[config.mk]
export PLATFORM = sky130hd
export DESIGN_NAME = reg_access_ctrl_flat
export DESIGN_NICKNAME = d
export VERILOG_FILES = /design/src/rtl/reg_access_if.sv /design/src/rtl/reg_access_ctrl.sv /design/src/flat_wrapper.sv
export SDC_FILE = /design/constraint.sdc
export NUM_CORES = 1
export LEC_CHECK = 0
export BUFFER_PORTS_ARGS = -buffer_cell sky130_fd_sc_hd__buf_2
export CAP_MARGIN = 40
export CORE_MARGIN = 8
export CORE_UTILIZATION = 30
export DETAILED_ROUTE_END_ITERATION = 12
export PLACE_DENSITY = 0.55
export SLEW_MARGIN = 15
export SYNTH_ARGS = -nofsm -noshare
export SYNTH_HDL_FRONTEND = slang
export SYNTH_SLANG_ARGS = --single-unit
export TNS_END_PERCENT = 10
[constraint.sdc]
create_clock -name clk -period 2.56 [get_ports clk]
set_input_delay 0.512 -clock clk [delete_from_list [all_inputs] [get_ports clk]]
set_output_delay 0.512 -clock clk [all_outputs]
set_load 0.03 [all_outputs]
[src/rtl/reg_access_if.sv]
// Instruction handshake plus register-file port bundle for reg_access_ctrl.
// The slave modport is the controller; the master side is the instruction source and register file.
interface reg_access_if;
  logic       instr_valid;
  logic [7:0] instr;
  logic       instr_ready;
  logic [1:0] rf_read_reg1;
  logic [1:0] rf_read_reg2;
  logic [7:0] rf_read_data1;
  logic [7:0] rf_read_data2;
  logic       rf_write;
  logic [1:0] rf_write_reg;
  logic [7:0] rf_write_data;
  logic       done;
  logic [7:0] result;
  logic       zero;

  modport slave (
    input  instr_valid, instr, rf_read_data1, rf_read_data2,
    output instr_ready, rf_read_reg1, rf_read_reg2,
           rf_write, rf_write_reg, rf_write_data, done, result, zero
  );

  modport master (
    output instr_valid, instr, rf_read_data1, rf_read_data2,
    input  instr_ready, rf_read_reg1, rf_read_reg2,
           rf_write, rf_write_reg, rf_write_data, done, result, zero
  );
endinterface

[src/rtl/reg_access_ctrl.sv]
// Four-state register-access controller: accept, read operands, compute, write back.
// One instruction per four cycles; the write-back completes before the next operand read.
module reg_access_ctrl (
  input  logic          clk,
  input  logic          reset,
  reg_access_if.slave   bus
);
  typedef enum logic [1:0] {IDLE, READ, CAPT, WB} state_e;

  localparam logic [1:0] OP_ADD = 2'b00;
  localparam logic [1:0] OP_SUB = 2'b01;
  localparam logic [1:0] OP_AND = 2'b10;

  state_e     state_q, state_d;
  logic [7:0] instr_q, instr_d;
  logic       rf_write_q, rf_write_d;
  logic [1:0] rf_write_reg_q, rf_write_reg_d;
  logic [7:0] rf_write_data_q, rf_write_data_d;
  logic       done_q, done_d;
  logic [7:0] result_q, result_d;
  logic       zero_q, zero_d;
  logic [7:0] alu;

  // Operands are the register-file read data, valid during CAPT.
  always_comb begin
    alu = 8'h00;
    case (instr_q[7:6])
      OP_ADD:  alu = bus.rf_read_data1 + bus.rf_read_data2;
      OP_SUB:  alu = bus.rf_read_data1 - bus.rf_read_data2;
      OP_AND:  alu = bus.rf_read_data1 & bus.rf_read_data2;
      default: alu = {4'b0000, instr_q[3:0]};
    endcase
  end

  always_comb begin
    state_d         = state_q;
    instr_d         = instr_q;
    rf_write_d      = 1'b0;
    done_d          = 1'b0;
    rf_write_reg_d  = rf_write_reg_q;
    rf_write_data_d = rf_write_data_q;
    result_d        = result_q;
    zero_d          = zero_q;
    case (state_q)
      IDLE: if (bus.instr_valid) begin
        instr_d = bus.instr;
        state_d = READ;
      end
      READ: state_d = CAPT;
      CAPT: begin
        rf_write_d      = 1'b1;
        done_d          = 1'b1;
        rf_write_reg_d  = instr_q[5:4];
        rf_write_data_d = alu;
        result_d        = alu;
        zero_d          = (alu == 8'h00);
        state_d         = WB;
      end
      default: state_d = IDLE;
    endcase
  end

  // Async reset also kills a pending write while in WB.
  always_ff @(posedge clk or posedge reset) begin
    if (reset) begin
      state_q         <= IDLE;
      instr_q         <= 8'h00;
      rf_write_q      <= 1'b0;
      rf_write_reg_q  <= 2'b00;
      rf_write_data_q <= 8'h00;
      done_q          <= 1'b0;
      result_q        <= 8'h00;
      zero_q          <= 1'b0;
    end else begin
      state_q         <= state_d;
      instr_q         <= instr_d;
      rf_write_q      <= rf_write_d;
      rf_write_reg_q  <= rf_write_reg_d;
      rf_write_data_q <= rf_write_data_d;
      done_q          <= done_d;
      result_q        <= result_d;
      zero_q          <= zero_d;
    end
  end

  assign bus.instr_ready   = (state_q == IDLE);
  assign bus.rf_read_reg1  = instr_q[3:2];
  assign bus.rf_read_reg2  = instr_q[1:0];
  assign bus.rf_write      = rf_write_q;
  assign bus.rf_write_reg  = rf_write_reg_q;
  assign bus.rf_write_data = rf_write_data_q;
  assign bus.done          = done_q;
  assign bus.result        = result_q;
  assign bus.zero          = zero_q;
endmodule
[src/flat_wrapper.sv]
// flat-port wrapper written by rule: the top's interface ports become plain ports
module reg_access_ctrl_flat 
  (clk, reset, bus_instr_valid, bus_instr, bus_rf_read_data1, bus_rf_read_data2, bus_instr_ready, bus_rf_read_reg1, bus_rf_read_reg2, bus_rf_write, bus_rf_write_reg, bus_rf_write_data, bus_done, bus_result, bus_zero);
  reg_access_if bus_i ();
  input  logic clk;
  input  logic reset;
  input wire logic [$bits(bus_i.instr_valid)-1:0] bus_instr_valid;
  input wire logic [$bits(bus_i.instr)-1:0] bus_instr;
  input wire logic [$bits(bus_i.rf_read_data1)-1:0] bus_rf_read_data1;
  input wire logic [$bits(bus_i.rf_read_data2)-1:0] bus_rf_read_data2;
  output wire logic [$bits(bus_i.instr_ready)-1:0] bus_instr_ready;
  output wire logic [$bits(bus_i.rf_read_reg1)-1:0] bus_rf_read_reg1;
  output wire logic [$bits(bus_i.rf_read_reg2)-1:0] bus_rf_read_reg2;
  output wire logic [$bits(bus_i.rf_write)-1:0] bus_rf_write;
  output wire logic [$bits(bus_i.rf_write_reg)-1:0] bus_rf_write_reg;
  output wire logic [$bits(bus_i.rf_write_data)-1:0] bus_rf_write_data;
  output wire logic [$bits(bus_i.done)-1:0] bus_done;
  output wire logic [$bits(bus_i.result)-1:0] bus_result;
  output wire logic [$bits(bus_i.zero)-1:0] bus_zero;
  assign bus_i.instr_valid = bus_instr_valid;
  assign bus_i.instr = bus_instr;
  assign bus_i.rf_read_data1 = bus_rf_read_data1;
  assign bus_i.rf_read_data2 = bus_rf_read_data2;
  assign bus_instr_ready = bus_i.instr_ready;
  assign bus_rf_read_reg1 = bus_i.rf_read_reg1;
  assign bus_rf_read_reg2 = bus_i.rf_read_reg2;
  assign bus_rf_write = bus_i.rf_write;
  assign bus_rf_write_reg = bus_i.rf_write_reg;
  assign bus_rf_write_data = bus_i.rf_write_data;
  assign bus_done = bus_i.done;
  assign bus_result = bus_i.result;
  assign bus_zero = bus_i.zero;
  reg_access_ctrl u_core (.clk(clk), .reset(reset), .bus(bus_i));
endmodule
==> results of run 1 <==
[placed cells by master (no fill, tap or decap), drive strengths merged, types with 3 or more instances in the layout]
cell type / count
nand2: 9
mux2: 16
o21a: 6
nor2: 10
nor2b: 3
dfrtp: 22
nor3: 6
clkbuf: 4
ha: 11
a21oi: 7
nand3: 5
o31a: 4
a31oi: 5
o21ai: 3
xnor2: 9
buf: 74
inv: 9
[through the flow]
| stage | hold slack, ps | TNS, ps |
|---|---|---|
| after floorplan | 474 | -86.2 |
| after global placement | 487 | -706 |
| after detailed placement | 490 | -745 |
| after CTS | 234 | 0 |
| after global routing | 263 | -122 |
| final | 233 | 0 |
[report_power, final]
| part | internal [mW] | switching, mW |
|---|---|---|
| logic | 0.860 | 1.13 |
| clock network | 0.137 | 0.108 |
| registers | 0.525 | 0.107 |
[critical path, cell delays in order, from the launching register on]
cell and delay [ps]:
dfrtp_1 410, nor2b_4 140, buf_4 150, nor2_2 40, xnor2_1 110, ha_1 310
nor2b_2 170, o31a_1 260, o21a_1 210, o21a_1 200, o31ai_4 230, mux2_4 190
[per-layer routing]
metal | global-route usage | up-vias | wire (um)
met5 | 0 | - | 0
met4 | 0.0180 | 0 | 21
met3 | 0.0357 | 2 | 224
met2 | 0.158 | 32 | 1760
met1 | 0.120 | 606 | 1820
li1 | - | 685 | -
[worst paths after layout]
check / from / to / slack (ps)
max: u_core.instr_q[7] / u_core.bus.result[6] / 70
min: reset / u_core.bus.rf_write_reg[1] / 230
max reg2reg: u_core.instr_q[7] / u_core.bus.result[6] / 70
min reg2reg: u_core.instr_q[5] / u_core.bus.rf_write_reg[1] / 510
max in group asynchronous: reset / u_core.bus.result[6] / 1890
min in group clk: bus_instr_valid / u_core.state_q[1] / 470
[cells by family after synthesis]
kind of cell	count (synthesis)
buffers and inverters	27
flip-flops	22
adder cells (fa/ha/maj)	12
XOR/XNOR	9
multiplexers	18
AO/OA/AOI/OAI	31
AND/OR/NAND/NOR	44
[synthesized netlist by cell type, drive strengths merged, types with 2 or more instances]
library cell / instances / area, um^2
o31a: 4 / 36.3
nor3: 6 / 30.0
nor2b: 3 / 33.8
a31oi: 5 / 31.3
nor2: 10 / 37.5
mux2i: 2 / 20.0
ha: 11 / 138
inv: 9 / 33.8
a21oi: 7 / 38.8
o21ai: 3 / 15.0
o31ai: 2 / 20.0
xnor2: 9 / 78.8
nor4: 2 / 12.5
nand2: 9 / 33.8
buf: 17 / 143
nand3: 5 / 25.0
o21a: 6 / 45.0
and2b: 2 / 16.3
mux2: 16 / 180
dfrtp: 22 / 551
[final cells by class]
cell class,instances,area (um^2)
clock buffer,4,55.1
fill,546,3230
inverter,9,36.3
multi-input combinational,114,976
sequential,22,551
tap,72,90.1
timing repair buffer,74,435
==> impl_metrics.json, run 1 <==
{
  "fin_util": 0.399,
  "vias": 1325,
  "grt_setup_unrepaired": "true",
  "place_ws_ps": -261,
  "clock_sinks": 22,
  "holdBufCountCts": 0,
  "vdd_drop_max_v": 0.000621,
  "die_w_um": 89.9,
  "fp.coreArea_um2": 5370,
  "ys_ff_latch": 22,
  "hold_viol": 0,
  "fin_nets": 263,
  "hold_path.class": "input port to asynchronous set/reset pin",
  "grt_pass1_vias": 1484,
  "via_per_inst": 4.49,
  "routed_wl_mm": 3.83,
  "worstPathRequired_ps": 2760,
  "period_needed_ps": 2490,
  "avgSynthCellArea_um2": 10.0,
  "grt_start_max_net_pins": 17,
  "critical_path.max_fanout": 6,
  "p_leak_nw": 1.02,
  "start_util": 0.305,
  "final_cells": 295,
  "num_io_pins": 53,
  "max_slew_margin": 0.713,
  "rows": 27,
  "ant_nets": 0,
  "cts.htree.levels": 1,
  "dieArea_um2": 8070,
  "maxCapViolCount": 0,
  "endpoint_kind": "flop",
  "insertion_delay_ps": 260,
  "drv_slew": 0,
  "synthXorXnorAreaFrac": 0.0482,
  "synth_top_family_by_area": "simple AND/OR/NAND/NOR gates",
  "ys_warn_count": 0,
  "cts_setup_buffers": 0,
  "port_buffers": 52,
  "seq_area_frac_synth": 0.336,
  "grt_pass1_wl_mm": 6.71,
  "ctsResizeCount": 0,
  "grt_overflow_total": 0,
  "design_area_um2": 2140,
  "drc": 0,
  "clockBufferDepth": 2,
  "synth-compound-area-share": 0.140,
  "outcome": "finished clean",
  "finClkSkew_ps": 3.84,
  "syn_area_um2": 1640,
  "arrival_ps": 2690,
  "synth_cell_type_count": 40,
  "clk_pin_slew_ps": 80,
  "reg2reg_depth": 11,
  "setup_ws_ps": 69.2,
  "synth_nets": 202,
  "syn2layout_area_growth_pct": 31.0,
  "synthArstFlopShare": 1.00,
  "antenna_found_initial": 0,
  "synth_edf_count": 0,
  "p_per_area_nw_per_um2": 1340,
  "cts_tree": "built",
  "dr.pass1.iters": 4,
  "synth_cells": 163,
  "criticalPathCategory": "flop to flop",
  "start_kind": "flop",
  "die_h_um": 89.9,
  "cts_buffers": 3,
  "cts-root-buf": "clkbuf_8",
  "drive_gt1_frac": 0.511,
  "grt_use_total": 0.0968,
  "placedCellCount": 291,
  "wl_per_cell_um": 13.0,
  "synthMuxAreaShare": 0.122,
  "power.total_mw": 2.87,
  "yosys.area_share.simple": 0.147,
  "hpwl_mm": 3.24,
  "place_area_um2": 2050,
  "synthAdderAreaFrac": 0.0963,
  "period_share": 0.973,
  "diodes": 0,
  "synthFlopType": "dfrtp_1",
  "setup_violations": 0,
  "tightest_slew_ps": 430,
  "drtIter0Drc": 68,
  "gp_congestion": 0.768,
  "fmax_mhz": 401
}
(Power assumes the default switching activity.)
==> inputs of run 2 (changes only) <==
--- a/config.mk
+++ b/config.mk
@@ -10,6 +10,7 @@
 export CORE_MARGIN = 8
 export CORE_UTILIZATION = 30
 export DETAILED_ROUTE_END_ITERATION = 12
+export GPL_TIMING_DRIVEN = 0
 export PLACE_DENSITY = 0.55
 export SLEW_MARGIN = 15
 export SYNTH_ARGS = -nofsm -noshare
==> run 2 against run 1 <==
  * Non-clock buffer count increased by 1
  * First-iteration DRC count decreased by 34%
  * Hold slack got worse by 19 ps
  * Clock-buffer cell count unchanged
  * Critical path type is now input port to flop
==> impl_metrics.json, run 2 (same netlist as run 1, synthesis figures left out) <==
{
  "outcome": "finished clean",
  "crit_start": "bus_rf_read_data2[1]",
  "cp_slowest_cell": "o41ai_2",
  "die_w_um": 89.9,
  "clock_sinks": 22,
  "drtIter0Drc": 45,
  "fillers": 558,
  "period_needed_ps": 2560,
  "critical_path.max_fanout": 4,
  "use_met3": 0.0382,
  "endpoint_kind": "flop",
  "die_h_um": 89.9,
  "reg2reg_depth": 11,
  "num_io_pins": 53,
  "place_area_um2": 2040,
  "clk_pin_slew_ps": 80,
  "multi_input_area_um2": 966,
  "final_cell_mix": "buf_2, dfrtp_1, buf_4, mux2_2",
  "maxCapViolCount": 0,
  "worstPathRequired_ps": 2720,
  "place_ws_ps": -402,
  "grt_use_total": 0.0969,
  "path_delay_family": "compound AO/OA/AOI/OAI gates",
  "fp.coreArea_um2": 5370,
  "cpPeakStageDelay_ps": 340,
  "p_leak_nw": 1.01,
  "routed_wl_mm": 3.91,
  "criticalPathCategory": "input port to flop",
  "grt_pass1_wl_mm": 6.58,
  "finClkSkew_ps": 5.99,
  "design_area_um2": 2150,
  "cts_tree": "built",
  "p_per_area_nw_per_um2": 1370,
  "dieArea_um2": 8070,
  "seq_area_um2": 552,
  "wl_per_cell_um": 13.2,
  "max_slew_margin": 0.723,
  "final_cells": 296,
  "grt_start_max_net_pins": 15,
  "grt_overflow_total": 0,
  "drive_gt1_frac": 0.513,
  "grt_setup_unrepaired": "true",
  "critPathBufInv": 3,
  "vias": 1362,
  "hold_viol": 0,
  "dr.pass1.iters": 4,
  "syn2layout_area_growth_pct": 31.5,
  "ant_nets": 0,
  "cp.depth": 12,
  "critPathMostFrequentCell": "ha_4",
  "hold_path.class": "input port to asynchronous set/reset pin",
  "layout_commonest_cell": "buf_2",
  "cts_buffers": 3,
  "holdBufCountCts": 0,
  "path_cells": "buf_4 > inv_4 > ha_4 > mux2_4 > inv_2 > ha_4 > nor2b_4 > o31a_1 > a221oi_2 > xnor2_1 > o21ai_2 > o41ai_2",
  "start_kind": "input port",
  "fmax_mhz": 391,
  "arrival_ps": 2720,
  "cts.htree.levels": 1,
  "cts-root-buf": "clkbuf_8",
  "antenna_found_initial": 0,
  "port_buffers": 52,
  "setup_ws_ps": 3.55,
  "grt_pass1_vias": 1413,
  "drv_slew": 0,
  "fin_nets": 264,
  "grtUsageMet2": 0.165,
  "tightest_slew_ps": 416,
  "start_util": 0.305,
  "busiest_layer": "met2",
  "power.total_mw": 2.95,
  "vdd_drop_max_v": 0.000585,
  "use_met1": 0.115,
  "diodes": 0,
  "gp_congestion": 0.757,
  "placedCellCount": 288,
  "setup_violations": 0,
  "drc": 0,
  "via_per_inst": 4.60,
  "period_share": 0.999,
  "clockBufferDepth": 2,
  "hpwl_mm": 3.20,
  "rows": 27,
  "insertion_delay_ps": 260,
  "fin_util": 0.401,
  "worstReg2RegStart": "u_core.instr_q[6]"
}
## run 2: area by class of cell
cell class | instances | share of cell area
buffer | 17 | 0.0628
clock buffer | 4 | 0.0256
inverter | 9 | 0.0169
multi-input combinational | 114 | 0.449
sequential | 22 | 0.256
tap | 72 | 0.0419
timing repair buffer | 58 | 0.148
## run 2: per-stage QoR
step / TNS (ps) / hold slack, ps
finish: 0 / 214
global placement: -960 / 484
CTS: -3.81 / 224
floorplan: -86.2 / 474
global route: -214 / 243
detailed placement: -1040 / 494
## run 2: path summary, 6_finish.rpt
| kind | endpoint | slack (ps) |
|---|---|---|
| min in group clk | u_core.state_q[1] | 450 |
| max reg2reg | u_core.bus.zero | 20 |
| max | u_core.bus.zero | 4 |
| max in group asynchronous | u_core.instr_q[4] | 1920 |
| min | u_core.bus.result[0] | 210 |
| min reg2reg | u_core.bus.rf_write_reg[1] | 510 |
## run 2: layer usage
metal,vias to the layer above,part of all wire
met5,-,0
met4,0,0
met3,0,0.064
met2,34,0.49
met1,643,0.45
li1,685,-
## run 2: worst reg2reg max path: stages (launching register included)
cell      delay [ps]
dfrtp_1          370
buf_6            110
nor2b_4          120
mux2_4           310
inv_2             70
ha_4             180
nor2b_4          120
o31a_1           290
a221oi_2         260
xnor2_1          160
o21ai_2           90
o41ai_2          340
## run 2: what timing repair did
action                                  in CTS  in global routing
pin swaps                                    6                  3
endpoints found under the setup margin       3                  3
setup buffers                                4                  1
resized for setup                            5                  3
## run 2: power breakdown
part	internal [mW]	switching, mW	leakage (nW)
sequential	0.527	0.116	0.261
clock	0.137	0.111	0.0288
combinational	0.923	1.14	0.725
==> inputs of run 3 (changes only) <==
--- a/config.mk
+++ b/config.mk
@@ -11,7 +11,7 @@
 export CORE_UTILIZATION = 30
 export DETAILED_ROUTE_END_ITERATION = 12
 export GPL_TIMING_DRIVEN = 0
-export PLACE_DENSITY = 0.55
+export PLACE_DENSITY = 0.53
 export SLEW_MARGIN = 15
 export SYNTH_ARGS = -nofsm -noshare
 export SYNTH_HDL_FRONTEND = slang
==> constraint.sdc (replaced) <==
create_clock -name clk -period 2.85 [get_ports clk]
set_input_delay 0.57 -clock clk [delete_from_list [all_inputs] [get_ports clk]]
set_output_delay 0.57 -clock clk [all_outputs]
set_load 0.03 [all_outputs]
==> run 3 against run 2 <==
  * Worst setup slack improved by 160 ps
  * Clock-buffer cell count is 1 lower
  * Die area unchanged
  * Critical path type unchanged
  * Largest power group unchanged
  * Global-route usage decreased by 0.075 points
  * Sequential cell count did not move
  * Sequential share of layout area grew 0.15 points
  * Largest cell class unchanged
==> impl_metrics.json, run 3 (same netlist as run 1, synthesis figures left out) <==
{
  "grt_start_max_net_pins": 17,
  "dieArea_um2": 8070,
  "setup_violations": 0,
  "gp_congestion": 0.754,
  "fmax_mhz": 372,
  "hpwl_mm": 3.27,
  "start_kind": "input port",
  "port_buffers": 52,
  "cts_tree": "built",
  "fin_nets": 263,
  "cts.htree.levels": 1,
  "critical_path.max_fanout": 5,
  "num_io_pins": 53,
  "grt_pass1_vias": 1398,
  "drc": 0,
  "endpoint_kind": "flop",
  "cpPeakStageDelay_ps": 360,
  "die_w_um": 89.9,
  "tightest_slew_ps": 457,
  "drtIter0Drc": 35,
  "grt_overflow_total": 0,
  "maxCapViolCount": 0,
  "rows": 27,
  "vdd_drop_max_v": 0.000540,
  "layout_commonest_cell": "buf_2",
  "cts-root-buf": "clkbuf_8",
  "ant_nets": 0,
  "power.total_mw": 2.59,
  "grt_use_total": 0.0962,
  "cts_buffers": 3,
  "start_util": 0.305,
  "grt_setup_unrepaired": "true",
  "period_needed_ps": 2690,
  "arrival_ps": 2840,
  "grt_pass1_wl_mm": 6.61,
  "criticalPathCategory": "input port to flop",
  "fp.coreArea_um2": 5370,
  "drive_gt1_frac": 0.495,
  "wl_per_cell_um": 13.1,
  "routed_wl_mm": 3.86,
  "max_slew_margin": 0.695,
  "via_per_inst": 4.52,
  "die_h_um": 89.9,
  "setup_ws_ps": 165,
  "diodes": 0,
  "antenna_found_initial": 0,
  "cp_slowest_cell": "o31a_1",
  "insertion_delay_ps": 260,
  "place_ws_ps": -292,
  "outcome": "finished clean",
  "rrSetupSlack_ps": 180,
  "path_cells": "buf_8 > inv_2 > ha_4 > mux2_4 > inv_2 > ha_4 > nor2b_4 > o31a_1 > or2_0 > a31oi_2 > nand2_1 > o41ai_2",
  "hold_path.class": "input port to asynchronous set/reset pin",
  "hold_viol": 0,
  "vias": 1329,
  "final_cell_mix": "buf_2, dfrtp_1, buf_4, mux2_2, nor2_1",
  "p_per_area_nw_per_um2": 1210,
  "dr.pass1.iters": 4,
  "finClkSkew_ps": 5.59,
  "period_share": 0.942,
  "clockBufferDepth": 2,
  "clk_pin_slew_ps": 80,
  "worstPathRequired_ps": 3000,
  "clock_sinks": 22,
  "drv_slew": 0,
  "p_leak_nw": 1.01,
  "syn2layout_area_growth_pct": 30.7
}
==> run 3: layout make-up <==
class,instances,area (um^2)
inverter,9,36.3
clock buffer,3,41.3
multi-input combinational,114,951
tap,72,90.1
buffer,17,135
timing repair buffer,57,334
fill,550,3230
sequential,22,552
==> run 3: metal layers <==
layer	up-vias	share of wire	GRT usage
met3	0	0.061	0.0324
met1	608	0.45	0.117
li1	686	-	-
met2	35	0.49	0.165
met4	0	0	0.00832
met5	-	0	0
==> run 3: path summary, 6_finish.rpt <==
kind	from	cells past startpoint	to
max	bus_rf_read_data2[0]	12	u_core.bus.zero
min	reset	2	u_core.instr_q[2]
max reg2reg	u_core.instr_q[6]	11	u_core.bus.zero
min reg2reg	u_core.bus.rf_write_reg[1]	1	u_core.bus.rf_write_reg[1]
max in group asynchronous	reset	3	u_core.instr_q[4]
min in group clk	u_core.bus.rf_write_reg[1]	1	u_core.bus.rf_write_reg[1]
==> run 3: timing repair <==
item | CTS | global route
buffers inserted | 0 | 4
endpoints found under the setup margin | 1 | 2
endpoints found under the hold margin | 0 | 0
hold buffers | 0 | 0
pin swaps | 0 | 6
gates resized for setup | 2 | 15
cloned | 0 | 0
==> run 3: per-stage QoR <==
stage,setup TNS [ps],area [um^2],utilization,std cells,hold slack [ps]
after floorplan,0,1640,-,163,474
after global placement,-450,1990,0.370,287,483
after detailed placement,-586,2010,0.375,288,500
after CTS,0,2060,0.384,291,281
after global routing,-16.6,2140,0.398,294,286
final,0,2140,0.398,294,272
==> run 3: worst max-delay path, delay by kind of cell <==
kind / cells / cell delay, ps
compound gates: 3 / 900
fa+ha+maj: 2 / 380
buf+inv: 3 / 250
mux: 1 / 290
simple gates: 3 / 460
==> run 3: power by group <==
part           leakage (nW)  total, mW  internal [mW]  switching (mW)
clock                0.0216      0.187         0.0941          0.0933
sequential            0.261      0.588          0.474           0.115
combinational         0.727       1.82          0.819           0.998
total                  1.01       2.59           1.39            1.21
